## src/rtl/fifo_read_arbiter.sv

```systemverilog
// fifo_read_arbiter
//   Shares the single read port of a synchronous FIFO among NUM_REQ consumers.
//   Round-robin arbitration with bounded bursts. The arbiter drives the FIFO read
//   request. Returning data is tagged with a one-hot valid for the issuing owner.
//   Optional feature macro: FIFO_ARB_STATS_EN adds a 32-bit total-read counter (rd_count_o).
module fifo_read_arbiter #(
    parameter int NUM_REQ    = 4,
    parameter int DATA_WIDTH = 8,
    parameter int MAX_BURST  = 4
) (
    input  logic                  clk_i,
    input  logic                  rst_i,
    input  logic [NUM_REQ-1:0]    req_i,
    output logic [NUM_REQ-1:0]    gnt_o,
    input  logic                  fifo_empty_i,
    output logic                  fifo_rd_o,
    input  logic [DATA_WIDTH-1:0] fifo_data_i,
    output logic [DATA_WIDTH-1:0] rd_data_o,
    output logic [NUM_REQ-1:0]    rd_valid_o
`ifdef FIFO_ARB_STATS_EN
    ,
    output logic [31:0]           rd_count_o
`endif
);

    localparam int IDX_W = $clog2(NUM_REQ);
    localparam int CNT_W = $clog2(MAX_BURST + 1);
    localparam logic [CNT_W-1:0] LAST_CNT = CNT_W'(MAX_BURST - 1);
    localparam logic [IDX_W-1:0] LAST_IDX = IDX_W'(NUM_REQ - 1);

    typedef enum logic [0:0] {
        ST_IDLE  = 1'b0,
        ST_BURST = 1'b1
    } state_t;

    state_t               state_r;
    state_t               state_nxt_s;
    logic [IDX_W-1:0]     owner_r;
    logic [IDX_W-1:0]     owner_nxt_s;
    logic [IDX_W-1:0]     last_owner_r;
    logic [IDX_W-1:0]     last_owner_nxt_s;
    logic [IDX_W-1:0]     pick_s;
    logic [IDX_W-1:0]     cand_s;
    logic                 pick_found_s;
    logic [CNT_W-1:0]     cnt_r;
    logic [CNT_W-1:0]     cnt_nxt_s;
    logic [NUM_REQ-1:0]   gnt_r;
    logic [NUM_REQ-1:0]   gnt_nxt_s;
    logic [NUM_REQ-1:0]   rd_valid_r;
    logic                 fifo_rd_s;

    // One-hot decode of a consumer index.
    function automatic logic [NUM_REQ-1:0] onehot(input logic [IDX_W-1:0] idx);
        logic [NUM_REQ-1:0] one_v;
        one_v = {{(NUM_REQ-1){1'b0}}, 1'b1};
        return one_v << idx;
    endfunction

    // Round-robin pick: first requester scanning upward from last_owner+1, wrapping.
    always_comb begin
        pick_s       = last_owner_r;
        pick_found_s = 1'b0;
        cand_s       = {IDX_W{1'b0}};
        for (int i = 1; i <= NUM_REQ; i++) begin
            cand_s = IDX_W'((int'(last_owner_r) + i) % NUM_REQ);
            if (!pick_found_s && req_i[cand_s]) begin
                pick_s       = cand_s;
                pick_found_s = 1'b1;
            end else begin
                pick_s       = pick_s;
                pick_found_s = pick_found_s;
            end
        end
    end

    // Next-state, grant and read-request decode.
    always_comb begin
        state_nxt_s      = state_r;
        owner_nxt_s      = owner_r;
        last_owner_nxt_s = last_owner_r;
        cnt_nxt_s        = cnt_r;
        gnt_nxt_s        = gnt_r;
        fifo_rd_s        = 1'b0;
        case (state_r)
            ST_IDLE: begin
                if (pick_found_s && !fifo_empty_i) begin
                    owner_nxt_s = pick_s;
                    gnt_nxt_s   = onehot(pick_s);
                    cnt_nxt_s   = {CNT_W{1'b0}};
                    state_nxt_s = ST_BURST;
                end else begin
                    gnt_nxt_s   = {NUM_REQ{1'b0}};
                    state_nxt_s = ST_IDLE;
                end
            end
            ST_BURST: begin
                // Never read from an empty FIFO, even on the exit cycle.
                fifo_rd_s = req_i[owner_r] & ~fifo_empty_i;
                if (fifo_rd_s) begin
                    cnt_nxt_s = cnt_r + CNT_W'(1);
                end else begin
                    cnt_nxt_s = cnt_r;
                end
                // The read on the exit cycle (MAX_BURST-th read) still counts.
                if (!req_i[owner_r] || fifo_empty_i || (fifo_rd_s && (cnt_r == LAST_CNT))) begin
                    state_nxt_s      = ST_IDLE;
                    gnt_nxt_s        = {NUM_REQ{1'b0}};
                    last_owner_nxt_s = owner_r;
                end else begin
                    state_nxt_s      = ST_BURST;
                end
            end
            default: begin
                state_nxt_s = ST_IDLE;
                gnt_nxt_s   = {NUM_REQ{1'b0}};
            end
        endcase
    end

    // State, ownership, burst count and registered grant/valid.
    always_ff @(posedge clk_i or posedge rst_i) begin
        if (rst_i) begin
            state_r      <= ST_IDLE;
            owner_r      <= {IDX_W{1'b0}};
            last_owner_r <= LAST_IDX;
            cnt_r        <= {CNT_W{1'b0}};
            gnt_r        <= {NUM_REQ{1'b0}};
            rd_valid_r   <= {NUM_REQ{1'b0}};
        end else begin
            state_r      <= state_nxt_s;
            owner_r      <= owner_nxt_s;
            last_owner_r <= last_owner_nxt_s;
            cnt_r        <= cnt_nxt_s;
            gnt_r        <= gnt_nxt_s;
            // Valid is tagged with the owner of the issuing cycle, not the next grant.
            rd_valid_r   <= fifo_rd_s ? onehot(owner_r) : {NUM_REQ{1'b0}};
        end
    end

`ifdef FIFO_ARB_STATS_EN
    logic [31:0] rd_count_r;

    // Total reads issued; wraps naturally, cleared only by reset.
    always_ff @(posedge clk_i or posedge rst_i) begin
        if (rst_i) begin
            rd_count_r <= 32'd0;
        end else if (fifo_rd_s) begin
            rd_count_r <= rd_count_r + 32'd1;
        end else begin
            rd_count_r <= rd_count_r;
        end
    end

    assign rd_count_o = rd_count_r;
`else
    // Statistics counter not built in this configuration.
`endif

    assign gnt_o      = gnt_r;
    assign rd_valid_o = rd_valid_r;
    assign fifo_rd_o  = fifo_rd_s;
    assign rd_data_o  = fifo_data_i;

endmodule
```

## config.mk

```make
export PLATFORM = sky130hd
export DESIGN_NAME = fifo_read_arbiter
export DESIGN_NICKNAME = d
export VERILOG_FILES = /design/src/rtl/fifo_read_arbiter.sv
export SDC_FILE = /design/constraint.sdc
export NUM_CORES = 1
export LEC_CHECK = 0
export CELL_PAD_IN_SITES_DETAIL_PLACEMENT = 2
export CELL_PAD_IN_SITES_GLOBAL_PLACEMENT = 2
export CORE_MARGIN = 1
export CORE_UTILIZATION = 25
export DETAILED_ROUTE_END_ITERATION = 10
export HOLD_SLACK_MARGIN = 0.1
export PLACE_DENSITY_LB_ADDON = 0.1
export SETUP_SLACK_MARGIN = 0.05
export SLEW_MARGIN = 10
export SYNTH_ARGS = -nofsm -noshare
export SYNTH_HDL_FRONTEND = slang
export SYNTH_SLANG_ARGS = --single-unit
export TNS_END_PERCENT = 1
```

## constraint.sdc

```tcl
create_clock -name clk_i -period 1.7 [get_ports clk_i]
set_clock_uncertainty 0.05 [all_clocks]
set_input_delay 0.34 -clock clk_i [delete_from_list [all_inputs] [get_ports clk_i]]
set_output_delay 0.34 -clock clk_i [all_outputs]
set_load 0.1 [all_outputs]
```

Yosys cells after proc, flatten, opt, wreduce, memory -nomap -nowiden:

Index checks and enable logic that the tools add are counted.

* bitwise operators: 3
* order comparisons: 5
* eq/ne operators: 4
* muxes and demuxes: 29
* add/sub/neg operators: 5
* reductions and logical operators: 15
* shift-type cells: 2

Operators by type and width (number)
* less-than comparator 2 x 3 -> 1 bit (second input constant): 5
* 2-to-1 mux 1 bit: 12
* 2-to-1 mux 4 bit: 3
* binary-select mux 1 bit (select 2 bit): 5
* 2-to-1 mux 2 bit: 4
* case mux 4 bit (2 select lines): 1
* << shifter 1 x 2 -> 4 bit (first input constant): 2
* 2-to-1 mux 3 bit: 2
* case mux 3 bit (2 select lines): 1
* AND reduction 2 bit: 3
* logical AND 1 bit: 5
* logical NOT 1 bit: 5
* adder 2 x 1 -> 2 bit (second input constant): 2
* adder 2 bit (second input constant): 2
* != test 2 x 1 -> 1 bit (second input constant): 2
* adder 3 x 1 -> 3 bit (second input constant): 1
* equality test 3 x 2 -> 1 bit (second input constant): 1
* logical OR 1 bit: 2
* != test 2 bit (second input constant): 1
* NOT 1 bit: 2
* case mux 1 bit (2 select lines): 1
* AND 1 bit: 1

* output and inout port bits: 17
* logic and storage cells: 69
* input bits: 15
* bits in registers: 16

Longest topological paths before layout:

Gate-level depths: netlist of the first run.

* depth after elaboration: 16
* depth in mapped cells: 6
* gate-level depth less buffers: 6

Worst setup path before layout of the first run:

OpenSTA, ideal clock, no wires.

* path type: reg-to-reg
* from: reg owner_r[0]
* to: reg rd_valid_r[3], in the netlist rd_valid_o[3]
* arrival time: 1.582 ns
* stages on the path, launching flop included: 6
* path buffers: 1
* setup time: 0.120 ns
* clock period less this slack: 1.752 ns
* slack: -0.052 ns
* data required time: 1.530 ns
* path through: dfrtp_1 > buf_6 > mux4_2 > nand3b_4 > inv_2 > and3_1

* longest elaborated chain between the ends: 5
* elaborated cells on any way between the ends: 6
* those cells by class: shift (1); mux (4); bitwise (1)

RTL lines
* start: declaration: RTL line 38 `logic [IDX_W-1:0] owner_r;`
* start signal: assignment: RTL line 124 `owner_r <= {IDX_W{1'b0}};`
* start signal: assignment: RTL line 131 `owner_r <= owner_nxt_s;`
* binary-select mux 1 bit (select 2 bit): RTL line 98 `fifo_rd_s = req_i[owner_r] & ~fifo_empty_i;`
* 2-to-1 mux 1 bit (not written as such): RTL line 98
* AND 1 bit: RTL line 98
* 2-to-1 mux 1 bit: RTL line 84 `case (state_r)`
* net fifo_rd_o: RTL line 16 `output logic fifo_rd_o,`
* 2-to-1 mux 4 bit: RTL line 136 `rd_valid_r <= fifo_rd_s ? onehot(owner_r) : {NUM_REQ{1'b0}};`
* end signal: assignment: RTL line 128 `rd_valid_r <= {NUM_REQ{1'b0}};`
* end signal: assignment: RTL line 136
* end: declaration: RTL line 49 `logic [NUM_REQ-1:0] rd_valid_r;`

The timed path passes the listed nets, and every way through them passes these cells. The select of a mux whose other input is x is not followed.
A chain may end at the register's enable or synchronous reset.

Worst setup path in the final report of the first run:

* from: in req_i[0]
* to: out fifo_rd_o

* longest elaborated chain between the ends: 4

RTL lines
* start: declaration: RTL line 13 `input logic [NUM_REQ-1:0] req_i,`
* binary-select mux 1 bit (select 2 bit): RTL line 98
* 2-to-1 mux 1 bit (not written as such): RTL line 98
* AND 1 bit: RTL line 98
* 2-to-1 mux 1 bit: RTL line 84
* end: declaration: RTL line 16

No other way between the ends. The select of a mux whose other input is x is not followed.

==> results_dict.tcl, run 1 <==
set metrics [dict create \
    clkSlewWorstSetupHoldPaths_ns 0.11 \
    max_stage_delay_ns 0.51 \
    dpl-instance-area_um2 1200 \
    ant_nets 0 \
    cts_root_buffer "clkbuf_4" \
    ioPinCount 32 \
    start_util 0.272 \
    h-tree-depth 1 \
    period_share 1.16 \
    ys.flop_type "dfrtp_1" \
    synth_commonest_cells "14 x dfrtp_1, 9 x nand2_1, 8 x buf_4, 6 x nor2_1" \
    crit_required_ns 1.31 \
    worst_slack_ns -0.279 \
    io_buffers 15 \
    finalSetupViolations 6 \
    fillers 357 \
    place_hpwl_mm 1.92 \
    drt_iter0_drc 19 \
    tightestPinTransition_ns 0.292 \
    cts.sinks 16 \
    synth_cell_types 32 \
    diodes 0 \
    cts_tree "done" \
    power_density_nw_per_um2 1440 \
    worst-path-buf-inv 3 \
    nets 127 \
    die_y_um 60.6 \
    yosysTopAreaCellShare 0.409 \
    async_flop_share 1.00 \
    crit_fanout 2 \
    multi_input_area_um2 379 \
    regArea_um2 403 \
    slowest_stage "mux4_2" \
    ir_worst_vdd_uv 598 \
    overflow 0 \
    grt_max_degree 17 \
    track_usage 0.145 \
    wl_mm 2.34 \
    synth.net_count 99 \
    synth_edf_count 0 \
    syn_to_final_growth_pct 46.7 \
    clock_latency_ns 0.29 \
    synth.most_common_cell "dfrtp_1" \
    r2r_slack_ns -0.03 \
    cts-buffers-inserted 3 \
    dieWidth_um 60.6 \
    end_kind "output port" \
    crit_type "in -> out" \
    synthCells 82 \
    core-area_um2 3150 \
    drc 0 \
    hold_violations 0 \
    gp_congestion 0.693 \
    grt_pass1_wl_mm 3.79 \
    preCtsSetupSlack_ns -0.328 \
    critical_path.top_delay_family "buffers and inverters" \
    wl_per_cell_um 15.3 \
    vias 710 \
    drive_gt1_frac 0.385 \
    path_cells "clkdlybuf4s50_1, mux4_2, nand3b_4, inv_4, buf_12" \
    antenna_found_initial 0 \
    design_area_um2 1260 \
    cap_violations 0 \
    die_area_um2 3670 \
    hp-class "in -> async" \
    clock.fmax_mhz 505 \
    rsz0062_at_grt "yes" \
    first_global_vias 788 \
    violations "negative setup slack" \
    synth_area_leaders "dfrtp_1 41%, buf_4 7.0%, dfstp_2 6.1%" \
    arrival_ns 1.59 \
    syn_area_per_cell_um2 10.5 \
    p_leak_nw 0.603 \
    min_period_ns 1.98 \
    slew_headroom 0.805 \
    final_core_util 0.399 \
    vias_per_cell 4.64 \
    firstDrtPassIters 4 \
    placementRows 20 \
    start_kind "input pin" \
    outcome "finished with violations" \
    seq_area_frac_synth 0.470 \
    holdBufCountCts 0 \
    ys_warn_count 0 \
    power_w 0.00181 \
    synth_top_area_cell "dfrtp_1" \
    synth-seq-cells 16 \
    slew_violations 0 \
    clk_path_buf_depth 2 \
    syn_area_um2 857 \
]
metal layers:
layer / global-route usage / vias up / part of all wire
met5: 0 / - / 0
met1: 0.176 / 355 / 0.42
met2: 0.262 / 20 / 0.52
met3: 0.0426 / 2 / 0.057
met4: 0.0195 / 0 / 0.0039
li1: - / 333 / -
final cells by class:
class / instances / area share
clock buffers: 4 / 0.0209
flip-flops and latches: 16 / 0.320
repair buffers: 32 / 0.297
inverters: 5 / 0.0169
multi-input cells: 52 / 0.301
well taps: 44 / 0.0438
worst min-delay path, delay by kind of cell:
kind,cells,cell delay (ns)
buffers and inverters,3,0.68
through the flow:
stage | instances | setup TNS [ns] | hold WS [ns]
after floorplan | 82 | 0 | 0.202
after CTS | 153 | -0.473 | 0.314
after detailed placement | 147 | -3.52 | 0.431
after global routing | 153 | -0.675 | 0.335
final | 153 | -0.389 | 0.305
after global placement | 147 | -2.91 | 0.424
power by group:
part / switching (W) / leakage, nW / internal, W / total, W
sequential: 0.000116 / 0.209 / 0.000498 / 0.000614
combinational: 0.000555 / 0.380 / 0.000427 / 0.000982
clock: 0.000124 / 0.0150 / 0.0000911 / 0.000215
cells in the final DEF (no fill, tap or decap), types with 2 or more instances in the layout:
| cell type | n |
|---|---|
| buf_4 | 16 |
| nor2_1 | 5 |
| ha_1 | 2 |
| clkbuf_4 | 3 |
| dfstp_2 | 2 |
| a21oi_1 | 4 |
| a32o_1 | 2 |
| o21ai_1 | 3 |
| buf_12 | 9 |
| mux2i_1 | 2 |
| nand2_1 | 8 |
| clkdlybuf4s50_1 | 4 |
| inv_1 | 4 |
| dfrtp_1 | 14 |
| o21ai_0 | 2 |
| a22o_1 | 2 |
| nand2b_1 | 4 |
| nor2_2 | 2 |
worst paths after layout:
check	cells after the start	from	to
hold reg to reg	1	cnt_r[0]	cnt_r[0]
setup / recovery	5	req_i[0]	fifo_rd_o
setup reg to reg	6	owner_r[0]	gnt_o[3]
max in group asynchronous	3	rst_i	last_owner_r[0]
min in group clk_i	1	cnt_r[0]	cnt_r[0]
hold / removal	3	rst_i	rd_valid_o[2]
state kept, by name, summed over array words and instances (netlist names):
name	count
cnt_r	3
gnt_o	4
last_owner_r	2
owner_r	2
rd_valid_o	4
state_r	1
logic make-up after synthesis:
logic type | synth area share
mux | 0.0803
buf+inv | 0.105
fa+ha+maj | 0.0292
compound gates | 0.155
simple gates | 0.161
flops | 0.470
repair_timing:
action,CTS,global route
gates cloned,0,0
buffers inserted,2,0
pin swaps,0,1
setup endpoints to repair,5,14
resized for setup,3,6
(Power assumes the default switching activity.)
==> inputs of run 2 (changes only) <==
==> constraint.sdc (replaced) <==
create_clock -name clk_i -period 2.1 [get_ports clk_i]
set_clock_uncertainty 0.05 [all_clocks]
set_input_delay 0.42 -clock clk_i [delete_from_list [all_inputs] [get_ports clk_i]]
set_output_delay 0.42 -clock clk_i [all_outputs]
set_load 0.1 [all_outputs]
==> results_dict.tcl, run 2 (same netlist as run 1, synthesis figures left out) <==
set metrics [dict create \
    cts-buffers-inserted 3 \
    vias_per_cell 4.55 \
    die_area_um2 3670 \
    slowest_stage "mux4_2" \
    wl_per_cell_um 14.4 \
    slew_headroom 0.587 \
    arrival_ns 1.55 \
    min_period_ns 2.02 \
    ioPinCount 32 \
    cts_root_buffer "clkbuf_4" \
    use_met1 0.171 \
    grt_pass1_wl_mm 3.48 \
    power_density_nw_per_um2 1220 \
    mostFrequentLayoutCell "buf_4" \
    power_w 0.00132 \
    r2r-end "gnt_o[2]" \
    ant_nets 0 \
    path_cells "mux4_2, nand3b_4, inv_4, buf_12" \
    whs_ns 0.439 \
    worst-path-buf-inv 2 \
    period_share 0.961 \
    first_global_vias 722 \
    cts.sinks 16 \
    diodes 0 \
    rr_startpoint "owner_r[0]" \
    max_stage_delay_ns 0.56 \
    place_hpwl_mm 1.65 \
    syn_to_final_growth_pct 26.4 \
    p_leak_nw 0.544 \
    overflow 0 \
    grt.busiest_layer "met2" \
    drc 0 \
    clkSlewWorstSetupHoldPaths_ns 0.09 \
    cp-endpoint "fifo_rd_o" \
    dieWidth_um 60.6 \
    hp-class "reg -> reg" \
    grt_use_met3 0.0426 \
    outcome "finished clean" \
    clk_path_buf_depth 2 \
    most-common-layout-cells "19 x buf_4, 14 x dfrtp_1, 9 x nand2_1, 6 x nor2_1" \
    crit_required_ns 1.63 \
    vias 664 \
    track_usage 0.131 \
    io_buffers 15 \
    crit_start "owner_r[0]" \
    path_depth 4 \
    die_y_um 60.6 \
    ir_worst_vdd_uv 576 \
    cap_violations 0 \
    grt_max_degree 17 \
    crit_type "reg -> out" \
    grtUsageMet2 0.217 \
    clock.fmax_mhz 496 \
    cts_tree "done" \
    start_kind "register" \
    tightestPinTransition_ns 0.618 \
    rsz0062_at_grt "yes" \
    wl_mm 2.10 \
    start_util 0.272 \
    r2r_slack_ns 0.42 \
    hold_violations 0 \
    placementRows 20 \
    crit_fanout 2 \
    finalSetupViolations 0 \
    reg2reg_depth 5 \
    gp_congestion 0.690 \
    slew_violations 0 \
    nets 121 \
    drt_iter0_drc 12 \
    core-area_um2 3150 \
    end_kind "output port" \
    critical_path.top_delay_family "multiplexers" \
    antenna_found_initial 0 \
    clock_latency_ns 0.28 \
    firstDrtPassIters 2 \
    h-tree-depth 1 \
    drive_gt1_frac 0.314 \
]
[run 2: cell types whose count changed in the layout (fill, tap and decap cells not counted), moves of 2 or more]
cell             previous run  this run
buf_4                      16        19
clkdlybuf4s50_1             4         2
o21ai_0                     2         4
dlygate4sd2_1               1         4
o21ai_1                     3         1
buf_12                      9         1
[run 2: metal layers]
layer	up-vias	part of all wire
li1	321	-
met1	330	0.47
met2	11	0.48
met3	2	0.040
met4	0	0.0038
met5	-	0
[run 2: final cells by class]
type / instances / area [um^2]
clock buffers: 3 / 22.5
repair buffers: 26 / 218
well taps: 44 / 55.1
multi-input cells: 52 / 364
fillers: 371 / 2070
inverters: 5 / 21.3
flip-flops and latches: 16 / 403
[run 2: what timing repair did]
action | 4_1_cts | 5_1_grt
endpoints found under the setup margin | 1 | 1
buffers inserted | 0 | 0
hold buffers | 0 | 0
resized for setup | 5 | 0
endpoints found under the hold margin | 0 | 0
[run 2: worst register-to-register path: cells and delay by family, from the launching register on]
| family | cells | cell delay [ns] |
|---|---|---|
| flip-flops | 1 | 0.39 |
| AO/OA/AOI/OAI | 1 | 0.23 |
| buffers and inverters | 1 | 0.16 |
| AND/OR/NAND/NOR | 2 | 0.19 |
| multiplexers | 1 | 0.56 |
[run 2: where the power goes]
part / switching, W / internal [W]
Sequential: 0.0000785 / 0.000403
Clock: 0.0000897 / 0.0000664
Combinational: 0.000432 / 0.000253
Total: 0.000601 / 0.000722
[run 2: worst min path at each step]
stage	to	slack, ns	start	cells past startpoint
final	cnt_r[0]	0.44	cnt_r[0]	1
after global routing	gnt_o[0]	0.48	gnt_o[0]	1
after CTS	cnt_r[0]	0.45	cnt_r[0]	1
after detailed placement	cnt_r[0]	0.44	cnt_r[0]	1
after global placement	cnt_r[0]	0.42	cnt_r[0]	1
after floorplan	cnt_r[0]	0.28	rst_i	1
[run 2: through the flow]
step | cell area [um^2] | TNS (ns) | std cells | setup WS, ns | utilization
2_1_floorplan | 857 | 0 | 82 | 0.277 | -
3_3_place_gp | 1060 | -0.116 | 143 | -0.0481 | 0.337
3_5_place_dp | 1060 | -0.245 | 143 | -0.0859 | 0.337
4_1_cts | 1080 | 0 | 146 | 0.0508 | 0.344
5_1_grt | 1080 | 0 | 146 | 0.0101 | 0.344
6_report | 1080 | 0 | 146 | 0.0825 | 0.344
